`src/rtl/hilo_pkg.sv`:
```
// Shared definitions for the HI/LO divider: state encoding, default width
// and the quotient value reported on a divide by zero.
package hilo_pkg;

    localparam int DEFAULT_WIDTH = 32;

    typedef enum logic [1:0] {
        ST_IDLE = 2'd0,
        ST_CALC = 2'd1,
        ST_FIX  = 2'd2,
        ST_DONE = 2'd3
    } state_t;

    // Quotient returned for a zero divisor (all ones).
    localparam logic [DEFAULT_WIDTH-1:0] DIV_ZERO_QUOT = '1;

endpackage

```
`src/rtl/hilo_divider_div_step.sv`:
```
// One radix-2 restoring division step: shift the next dividend bit into the
// partial remainder, trial-subtract the divisor and keep or restore.
module div_step #(
    parameter int WIDTH = 32
) (
    input  logic [WIDTH-1:0] i_rem,
    input  logic             i_bit,
    input  logic [WIDTH-1:0] i_divisor,
    output logic [WIDTH-1:0] o_rem,
    output logic             o_qbit
);

    logic [WIDTH:0] w_shift;
    logic [WIDTH:0] w_diff;

    // The partial remainder is always below the divisor, so the shifted value
    // is below twice the divisor and the difference fits a WIDTH+1 bit signed range.
    assign w_shift = {i_rem, i_bit};
    assign w_diff  = w_shift - {1'b0, i_divisor};

    // Non-negative difference: keep it and emit a 1; otherwise restore.
    assign o_qbit = ~w_diff[WIDTH];
    assign o_rem  = w_diff[WIDTH] ? w_shift[WIDTH-1:0] : w_diff[WIDTH-1:0];

endmodule

```
`src/rtl/hilo_divider.sv`:
```
// Multi-cycle DIV/DIVU unit feeding HI (remainder) and LO (quotient).
// Handshake: start is sampled only while IDLE (busy low); once accepted the
// operands may change. busy stays high until the block is back in IDLE, and
// done pulses for exactly one cycle with the results, which then hold until
// the next operation loads new ones.
module hilo_divider
    import hilo_pkg::*;
#(
    parameter int WIDTH = DEFAULT_WIDTH
) (
    input  logic             clk,
    input  logic             rst,
    input  logic             start,
    input  logic             is_signed,
    input  logic [WIDTH-1:0] dividend,
    input  logic [WIDTH-1:0] divisor,
    output logic             busy,
    output logic             done,
    output logic [WIDTH-1:0] quotient,
    output logic [WIDTH-1:0] remainder,
    output logic             div_by_zero,
    output state_t           dbg_state
);

    localparam int CNT_W = $clog2(WIDTH) + 1;
    localparam logic [WIDTH-1:0] ONE     = 1;
    localparam logic [WIDTH-1:0] ZQ      = {WIDTH{DIV_ZERO_QUOT[0]}};
    localparam logic [CNT_W-1:0] CNT_MAX = CNT_W'(WIDTH);
    localparam logic [CNT_W-1:0] CNT_ONE = 1;

    state_t           r_state;
    logic [WIDTH-1:0] r_rem;      // partial remainder
    logic [WIDTH-1:0] r_dvd;      // dividend bits shift out, quotient bits shift in
    logic [WIDTH-1:0] r_dsr;      // divisor magnitude
    logic [CNT_W-1:0] r_cnt;
    logic             r_q_neg;
    logic             r_r_neg;
    logic             r_busy;
    logic             r_done;
    logic [WIDTH-1:0] r_quotient;
    logic [WIDTH-1:0] r_remainder;
    logic             r_div_by_zero;

    logic             w_dvd_neg;
    logic             w_dsr_neg;
    logic [WIDTH-1:0] w_dvd_mag;
    logic [WIDTH-1:0] w_dsr_mag;
    logic [WIDTH-1:0] w_rem_next;
    logic             w_qbit;

    // Operand signs only matter in signed mode; magnitudes follow from them.
    assign w_dvd_neg = is_signed & dividend[WIDTH-1];
    assign w_dsr_neg = is_signed & divisor[WIDTH-1];
    assign w_dvd_mag = w_dvd_neg ? (~dividend + ONE) : dividend;
    assign w_dsr_mag = w_dsr_neg ? (~divisor + ONE) : divisor;

    div_step #(.WIDTH(WIDTH)) u_step (
        .i_rem     (r_rem),
        .i_bit     (r_dvd[WIDTH-1]),
        .i_divisor (r_dsr),
        .o_rem     (w_rem_next),
        .o_qbit    (w_qbit)
    );

    // Control FSM and datapath registers; outputs are registered alongside state.
    always_ff @(posedge clk or posedge rst) begin
        if (rst) begin
            r_state       <= ST_IDLE;
            r_rem         <= '0;
            r_dvd         <= '0;
            r_dsr         <= '0;
            r_cnt         <= '0;
            r_q_neg       <= 1'b0;
            r_r_neg       <= 1'b0;
            r_busy        <= 1'b0;
            r_done        <= 1'b0;
            r_quotient    <= '0;
            r_remainder   <= '0;
            r_div_by_zero <= 1'b0;
        end else begin
            case (r_state)
                ST_IDLE: begin
                    r_done <= 1'b0;
                    if (start) begin
                        r_busy <= 1'b1;
                        if (divisor == '0) begin
                            // Zero divisor skips the iterations entirely.
                            r_quotient    <= ZQ;
                            r_remainder   <= dividend;
                            r_div_by_zero <= 1'b1;
                            r_done        <= 1'b1;
                            r_state       <= ST_DONE;
                        end else begin
                            r_rem   <= '0;
                            r_dvd   <= w_dvd_mag;
                            r_dsr   <= w_dsr_mag;
                            r_q_neg <= w_dvd_neg ^ w_dsr_neg;
                            r_r_neg <= w_dvd_neg;
                            r_cnt   <= CNT_MAX;
                            r_state <= ST_CALC;
                        end
                    end
                end
                ST_CALC: begin
                    r_rem <= w_rem_next;
                    r_dvd <= {r_dvd[WIDTH-2:0], w_qbit};
                    r_cnt <= r_cnt - CNT_ONE;
                    if (r_cnt == CNT_ONE) begin
                        r_state <= ST_FIX;
                    end
                end
                ST_FIX: begin
                    // Truncating division: quotient sign from both operands,
                    // remainder sign from the dividend. -2^(W-1)/-1 wraps.
                    r_quotient    <= r_q_neg ? (~r_dvd + ONE) : r_dvd;
                    r_remainder   <= r_r_neg ? (~r_rem + ONE) : r_rem;
                    r_div_by_zero <= 1'b0;
                    r_done        <= 1'b1;
                    r_state       <= ST_DONE;
                end
                ST_DONE: begin
                    r_done  <= 1'b0;
                    r_busy  <= 1'b0;
                    r_state <= ST_IDLE;
                end
                default: begin
                    r_state <= ST_IDLE;
                    r_busy  <= 1'b0;
                    r_done  <= 1'b0;
                end
            endcase
        end
    end

    assign busy        = r_busy;
    assign done        = r_done;
    assign quotient    = r_quotient;
    assign remainder   = r_remainder;
    assign div_by_zero = r_div_by_zero;
    assign dbg_state   = r_state;

endmodule

```
`config.mk`:
```
export PLATFORM = sky130hd
export DESIGN_NAME = hilo_divider
export DESIGN_NICKNAME = d
export VERILOG_FILES = /design/src/rtl/hilo_pkg.sv /design/src/rtl/hilo_divider_div_step.sv /design/src/rtl/hilo_divider.sv
export SDC_FILE = /design/constraint.sdc
export NUM_CORES = 1
export LEC_CHECK = 0
export ABC_AREA = 1
export BUFFER_PORTS_ARGS = -buffer_cell sky130_fd_sc_hd__buf_2
export CELL_PAD_IN_SITES_DETAIL_PLACEMENT = 0
export CELL_PAD_IN_SITES_GLOBAL_PLACEMENT = 1
export CORE_UTILIZATION = 42
export CTS_CLUSTER_DIAMETER = 120
export CTS_CLUSTER_SIZE = 30
export DETAILED_ROUTE_END_ITERATION = 16
export PLACE_DENSITY_LB_ADDON = 0.1
export SLEW_MARGIN = 10
export SYNTH_ARGS = -nofsm -noshare
export SYNTH_HDL_FRONTEND = slang
export SYNTH_HIERARCHICAL = 1
export SYNTH_SLANG_ARGS = --single-unit
```
`constraint.sdc`:
```
create_clock -name clk -period 5.55 [get_ports clk]
set_input_delay 0.2775 -clock clk [delete_from_list [all_inputs] [get_ports clk]]
set_output_delay 0.2775 -clock clk [all_outputs]
set_load 0.02 [all_outputs]
```
---- Word-level counts from Yosys, hierarchy flattened ----
Index checks and enable logic that the tools add are counted.
word-level totals
  bits in registers ....................... 173
  input bits .............................. 68
  output and inout port bits .............. 69
  word-level logic and storage cells ...... 78
cells by class
  $add $sub $neg .......................... 6
  eq/ne operators ......................... 8
  mux-type cells .......................... 32
  bitwise logic cells ..................... 9
  reduce and logical (&&, ||, !) cells .... 11
operator list
  kind                                               number
  2-to-1 mux 32 bit                                  13
  case mux 32 bit (2 select lines)                   4
  adder 32 x 1 -> 32 bit (second input constant)     4
  NOT 32 bit                                         4
  subtractor 33 x 32 -> 33 bit                       1
  logical NOT 32 bit                                 1
  2-to-1 mux 6 bit                                   2
  case mux 6 bit (2 select lines)                    1
  AND reduction 3 bit                                3
  != test 2 bit (second input constant)              4
  case mux 2 bit (4 select lines)                    1
  == test 6 x 1 -> 1 bit (second input constant)     1
  2-to-1 mux 2 bit                                   3
  nonzero test 2 bit                                 3
  subtractor 6 x 1 -> 6 bit (second input constant)  1
  2-to-1 mux 1 bit                                   5
  == test 2 bit (second input constant)              2
  case mux 1 bit (2 select lines)                    2
  AND reduction 2 bit                                2
  case mux 1 bit (3 select lines)                    1
  nonzero test 3 bit                                 1
  bitwise AND 1 bit                                  2
  == test 2 x 1 -> 1 bit (second input constant)     1
  logical NOT 2 bit                                  1
  2 further kinds                                    3

---- Logic depth before layout (Yosys ltp) ----
  depth after elaboration ................. 6
  depth in mapped cells ................... 19
  mapped depth without buffers ............ 18

---- Modules after synthesis ----
The synthesis kept the hierarchy.
by module, submodules not included
  module        times used  cells each  area an instance (um^2)  seq. area each (um^2)
  hilo_divider  1           1751        11284.6                  4329.2
  div_step      1           683         3163.0                   0.0

---- Worst setup path before layout ----
No wires, ideal clock.
  path kind ............................... flip-flop to flip-flop
  start ................................... reg r_dvd[31]
  end ..................................... reg r_dvd[0]
  library setup time ...................... 121 ps
  arrival ................................. 2134 ps
  data required time ...................... 5429 ps
  path slack .............................. 3295 ps
  cell stages (with the launch flop) ...... 19
  path buffers ............................ 1
  clock period less this slack ............ 2255 ps
  cells stage by stage .................... dfrtp_1 -> inv_1 -> ha_1 -> fa_1 -> inv_1 -> nand2_1 -> nand2_1 -> nand3_1 -> nand2_2 -> nand2_1 -> nand2_2 -> nand2_2 -> nand3_1 -> nand2_4 -> buf_6 -> nand2_1 -> o21ai_0 -> nand2_1 -> o21ai_1
between the ends
  word-level cells in the longest chain between the ends .. 3
ends and longest elaborated chain
  element                           RTL line                     source
  start: declaration                hilo_divider.sv:33           logic [WIDTH-1:0] r_dvd;
  start signal: assignment          hilo_divider.sv:95           r_dvd <= w_dvd_mag;
  start signal: assignment          hilo_divider.sv:106          r_dvd <= {r_dvd[WIDTH-2:0], w_qbit};
  subtractor 33 x 32 -> 33 bit      hilo_divider_div_step.sv:19  assign w_diff = w_shift - {1'b0, i_divisor};
  NOT 1 bit                         hilo_divider_div_step.sv:22  assign o_qbit = ~w_diff[WIDTH];
  via w_qbit                        hilo_divider.sv:49           logic w_qbit;
  case mux 32 bit (2 select lines)  hilo_divider.sv:81           case (r_state)
The timed path passes the listed nets, and every way through them passes these cells.
A chain may end at the register's enable or synchronous reset.

---- Worst setup path in the final report ----
  start ................................... reg r_state[0], in the netlist dbg_state[0]
  end ..................................... reg r_remainder[1], in the netlist remainder[1]
between the ends
  word-level cells in the longest chain between the ends .. 3
  elaborated cells on any way between the ends .. 7
  classes of those cells .................. 3 x eq/ne; 1 x mux; 3 x reduce/logical
ends and longest elaborated chain
  element                                                                      RTL line             source
  start: declaration                                                           hilo_divider.sv:31   state_t r_state;
  start signal: assignment                                                     hilo_divider.sv:68   r_state <= ST_IDLE;
  start signal: assignment                                                     hilo_divider.sv:92   r_state <= ST_DONE;
  start signal: assignment                                                     hilo_divider.sv:100  r_state <= ST_CALC;
  == test 2 bit / logical NOT 2 bit (equally long branches)                    hilo_divider.sv:81
  nonzero test 2 bit (no source line) / != test 2 bit (equally long branches)  -
  AND reduction 3 bit (no source line)                                         -
  end signal: assignment                                                       hilo_divider.sv:89   r_remainder <= dividend;
  end signal: assignment                                                       hilo_divider.sv:116  r_remainder <= r_r_neg ? (~r_rem + ONE) : r_rem;
  end: declaration                                                             hilo_divider.sv:41   logic [WIDTH-1:0] r_remainder;
Parallel ways exist; a longest one is shown, timed or not.

==> out/qor.txt <==
Ys Warns -> 6
Peak fanout along the critical path -> 68
Fin Setup TNS -> 0 ns
Vias per cell -> 5.14
Ratio of cells with drive above 1 in the final layout -> 8.44%
Max-slew violation count -> 0
CTS tree -> built
GRT Util Overall -> 29.2%
Initial core utilization -> 42.9%
Worst setup SP type -> flip-flop
Crit path time final -> 2.87 ns
Ys flop type -> dfrtp_1
Slew headroom -> 24.6%
Synth area leaders -> dfrtp_1 30%, nand2_1 26%, nand3_1 9.6%, inv_1 7.8%, nor2_1 6.0%
Setup repair bufs after CTS -> 0
Asr flop ratio synth -> 100%
Largest net degree at the start of global routing -> 112
Most numerous cell in the Yosys netlist -> nand2_1
CORE AREA -> 0.0337 mm2
Worst R2R Start -> dbg_state[0]
Clock share of power -> 15.9%
Hold buffer count at CTS -> 1
Post-synth EDFFs -> 0
Total grt overflow -> 0
Chip height -> 187 um
Psw -> 4.19 mW
Die width -> 187 um
Final setup viols -> 0
Comb pwr share -> 56.6%
First-pass GRT wire length -> 79.7 mm
Peak supply drop -> 0.443 mV
Dpl hpwl -> 39.2 mm
Synth unique cells -> 38
Clock Sinks -> 173
RD Place Congestion -> 0.921
Max cap viols -> 0
WS Path Type -> flip-flop to flip-flop
Slowest stage delay, CP -> 0.74 ns
DRC viols -> 0
F_max -> 348 MHz
Lkg Pwr -> 8.93 nW
Initial antenna violation count -> 0
Post-Syn Area -> 0.0144 mm2
Total power -> 8.00 mW
CTS Root Cell -> clkbuf_16
Total number of vias -> 15354
Critical Path AT -> 3.26 ns
Routed wire length -> 50.3 mm
# rows -> 67
Hold Vio Cnt, Final -> 0
Seq pwr share -> 27.5%
Sw frac -> 52.4%
Antenna viol nets, final -> 0
Post-Syn Area per Cell -> 5.94 um2
Hold Path Origin -> divisor[31]
Reg clk slew, reported paths -> 0.07 ns
WL per Instance -> 16.8 um
Clock Skew -> 0.0133 ns
Worst-Margin Slew -> 1.13 ns
Period utilization -> 51.7%
Net count, final -> 2636
Final std cells w/o fill -> 2985
ANT cells -> 0
H-tree depth -> 4
Port buffer count -> 136
Worst R2R Path Depth -> 9
Clock buffer depth -> 2
Crit-path slowest cell -> inv_1
Placed Instances -> 2952
Vias in the first global route -> 14073
Unrepaired setup endpoints after global routing -> false
Worst-path cell chain -> inv_1 -> ha_2 -> buf_4 -> inv_1 -> a21oi_1 -> o21ai_0 -> o21ai_0 -> nand2_1 -> nand2_1
Clk_lat worst skew -> 0.45 ns
Initial drt markers -> 1510
Status -> complete, no violations
Most frequent cells after synthesis -> 1011 x nand2_1, 299 x inv_1, 278 x nand3_1
Cells after Synth -> 2434
Worst hold endpoint -> r_dsr[31]
Register-to-register setup slack -> 2.68 ns
Largest area contributor in the netlist -> dfrtp_1
Total die area -> 0.0351 mm2
Number of gates resized after cts -> 0
Critical Path RT -> 5.94 ns
PwrDens -> 501 mW/mm2
Num CTS Buffers -> 17
Post-synthesis sequential area ratio -> 30.0%
Area grow syn2layout -> 10.6%
Element type at the critical path end -> flip-flop
Post-synth net total -> 2546
Worst hold-check path type -> input port to flip-flop
Yosys top cell area share -> 30.0%
Io pins -> 137
Internal power -> 3.81 mW
R2R Path End -> remainder[1]
Initial DRT Pass Iterations -> 6
Number of synthesized register bits -> 173
Worst Hold Depth -> 3
## layout make-up
type / count / area [um2]
clock buffer: 18 / 439
clock inverter: 14 / 166
fill: 3711 / 17700
inverter: 305 / 1150
multi-input combinational: 1880 / 8560
sequential: 173 / 4330
tap: 448 / 561
timing repair buffer: 147 / 766
## cells in the final DEF (no fill, tap or decap), types with 5 or more instances in the layout
master,instances
nand2_1,1010
inv_1,298
nand3_1,278
nor2_1,232
dfrtp_1,173
buf_2,136
o21ai_0,96
o21ai_1,56
xor2_1,43
ha_1,41
a21oi_1,35
nand4_1,19
clkbuf_16,17
buf_4,10
nand2_2,9
o21bai_1,8
nor3_1,7
and2_1,6
xnor2_1,6
inv_2,5
nand3b_1,5
clkinv_2,5
## layer usage
layer | track usage (%) | up-vias | wire length (um)
met5 | 0 | - | 0
met4 | 5.47 | 0 | 614
met3 | 4.05 | 37 | 3430
met2 | 43.1 | 514 | 20800
met1 | 45.2 | 7047 | 25400
li1 | - | 7756 | -
## metrics by stage
stage | utilization (%) | instance area (um2) | worst slack, ns | hold WS [ns]
finish | 47.4 | 16000 | 2.68 | 0.124
global route | 47.4 | 16000 | 2.35 | 0.134
CTS | 47.4 | 16000 | 2.70 | 0.106
detailed placement | 45.6 | 15400 | 2.58 | 0.449
global placement | 45.6 | 15400 | 2.61 | 0.441
floorplan | - | 14400 | 0.584 | 0.415
## logic make-up after synthesis
family / after synthesis / synth area share, %
AND/OR/NAND/NOR: 1584 / 45.0
buffers and inverters: 381 / 10.9
AO/OA/AOI/OAI: 203 / 7.39
flip-flops: 173 / 30.0
XOR/XNOR: 49 / 2.97
adder cells (fa/ha/maj): 44 / 3.86
## worst max-delay path: cells and delay by family (launching register included)
family / cells / cell delay (ns)
compound gates: 3 / 0.48
fa+ha+maj: 1 / 0.18
buf+inv: 3 / 1.45
flops: 1 / 0.46
simple gates: 2 / 0.15
## worst max path at each step
| stage | startpoint | to | depth (start not counted) |
|---|---|---|---|
| finish | dbg_state[0] | remainder[1] | 9 |
| global route | dbg_state[1] | r_cnt[1] | 8 |
| CTS | dbg_state[0] | remainder[1] | 9 |
| detailed placement | divisor[0] | r_dvd[9] | 10 |
| global placement | divisor[0] | r_cnt[5] | 10 |
| floorplan | rst | busy | 1 |
## power groups by stage
stage	registers (mW)	logic (mW)	clock network, mW
6_report	2.20	4.53	1.27
5_1_grt	2.26	5.13	1.34
4_1_cts	2.19	4.51	1.29
3_5_place_dp	2.21	4.49	0
3_3_place_gp	2.19	4.48	0
2_1_floorplan	2.40	2.98	0
## flip-flops by register name (all words and copies together) (netlist names)
name	cells
dbg_state	2
busy	1
remainder	32
done	1
r_q_neg	1
r_r_neg	1
r_cnt	6
r_dvd	32
r_rem	32
quotient	32
r_dsr	32
div_by_zero	1
(Power assumes the default switching activity.)
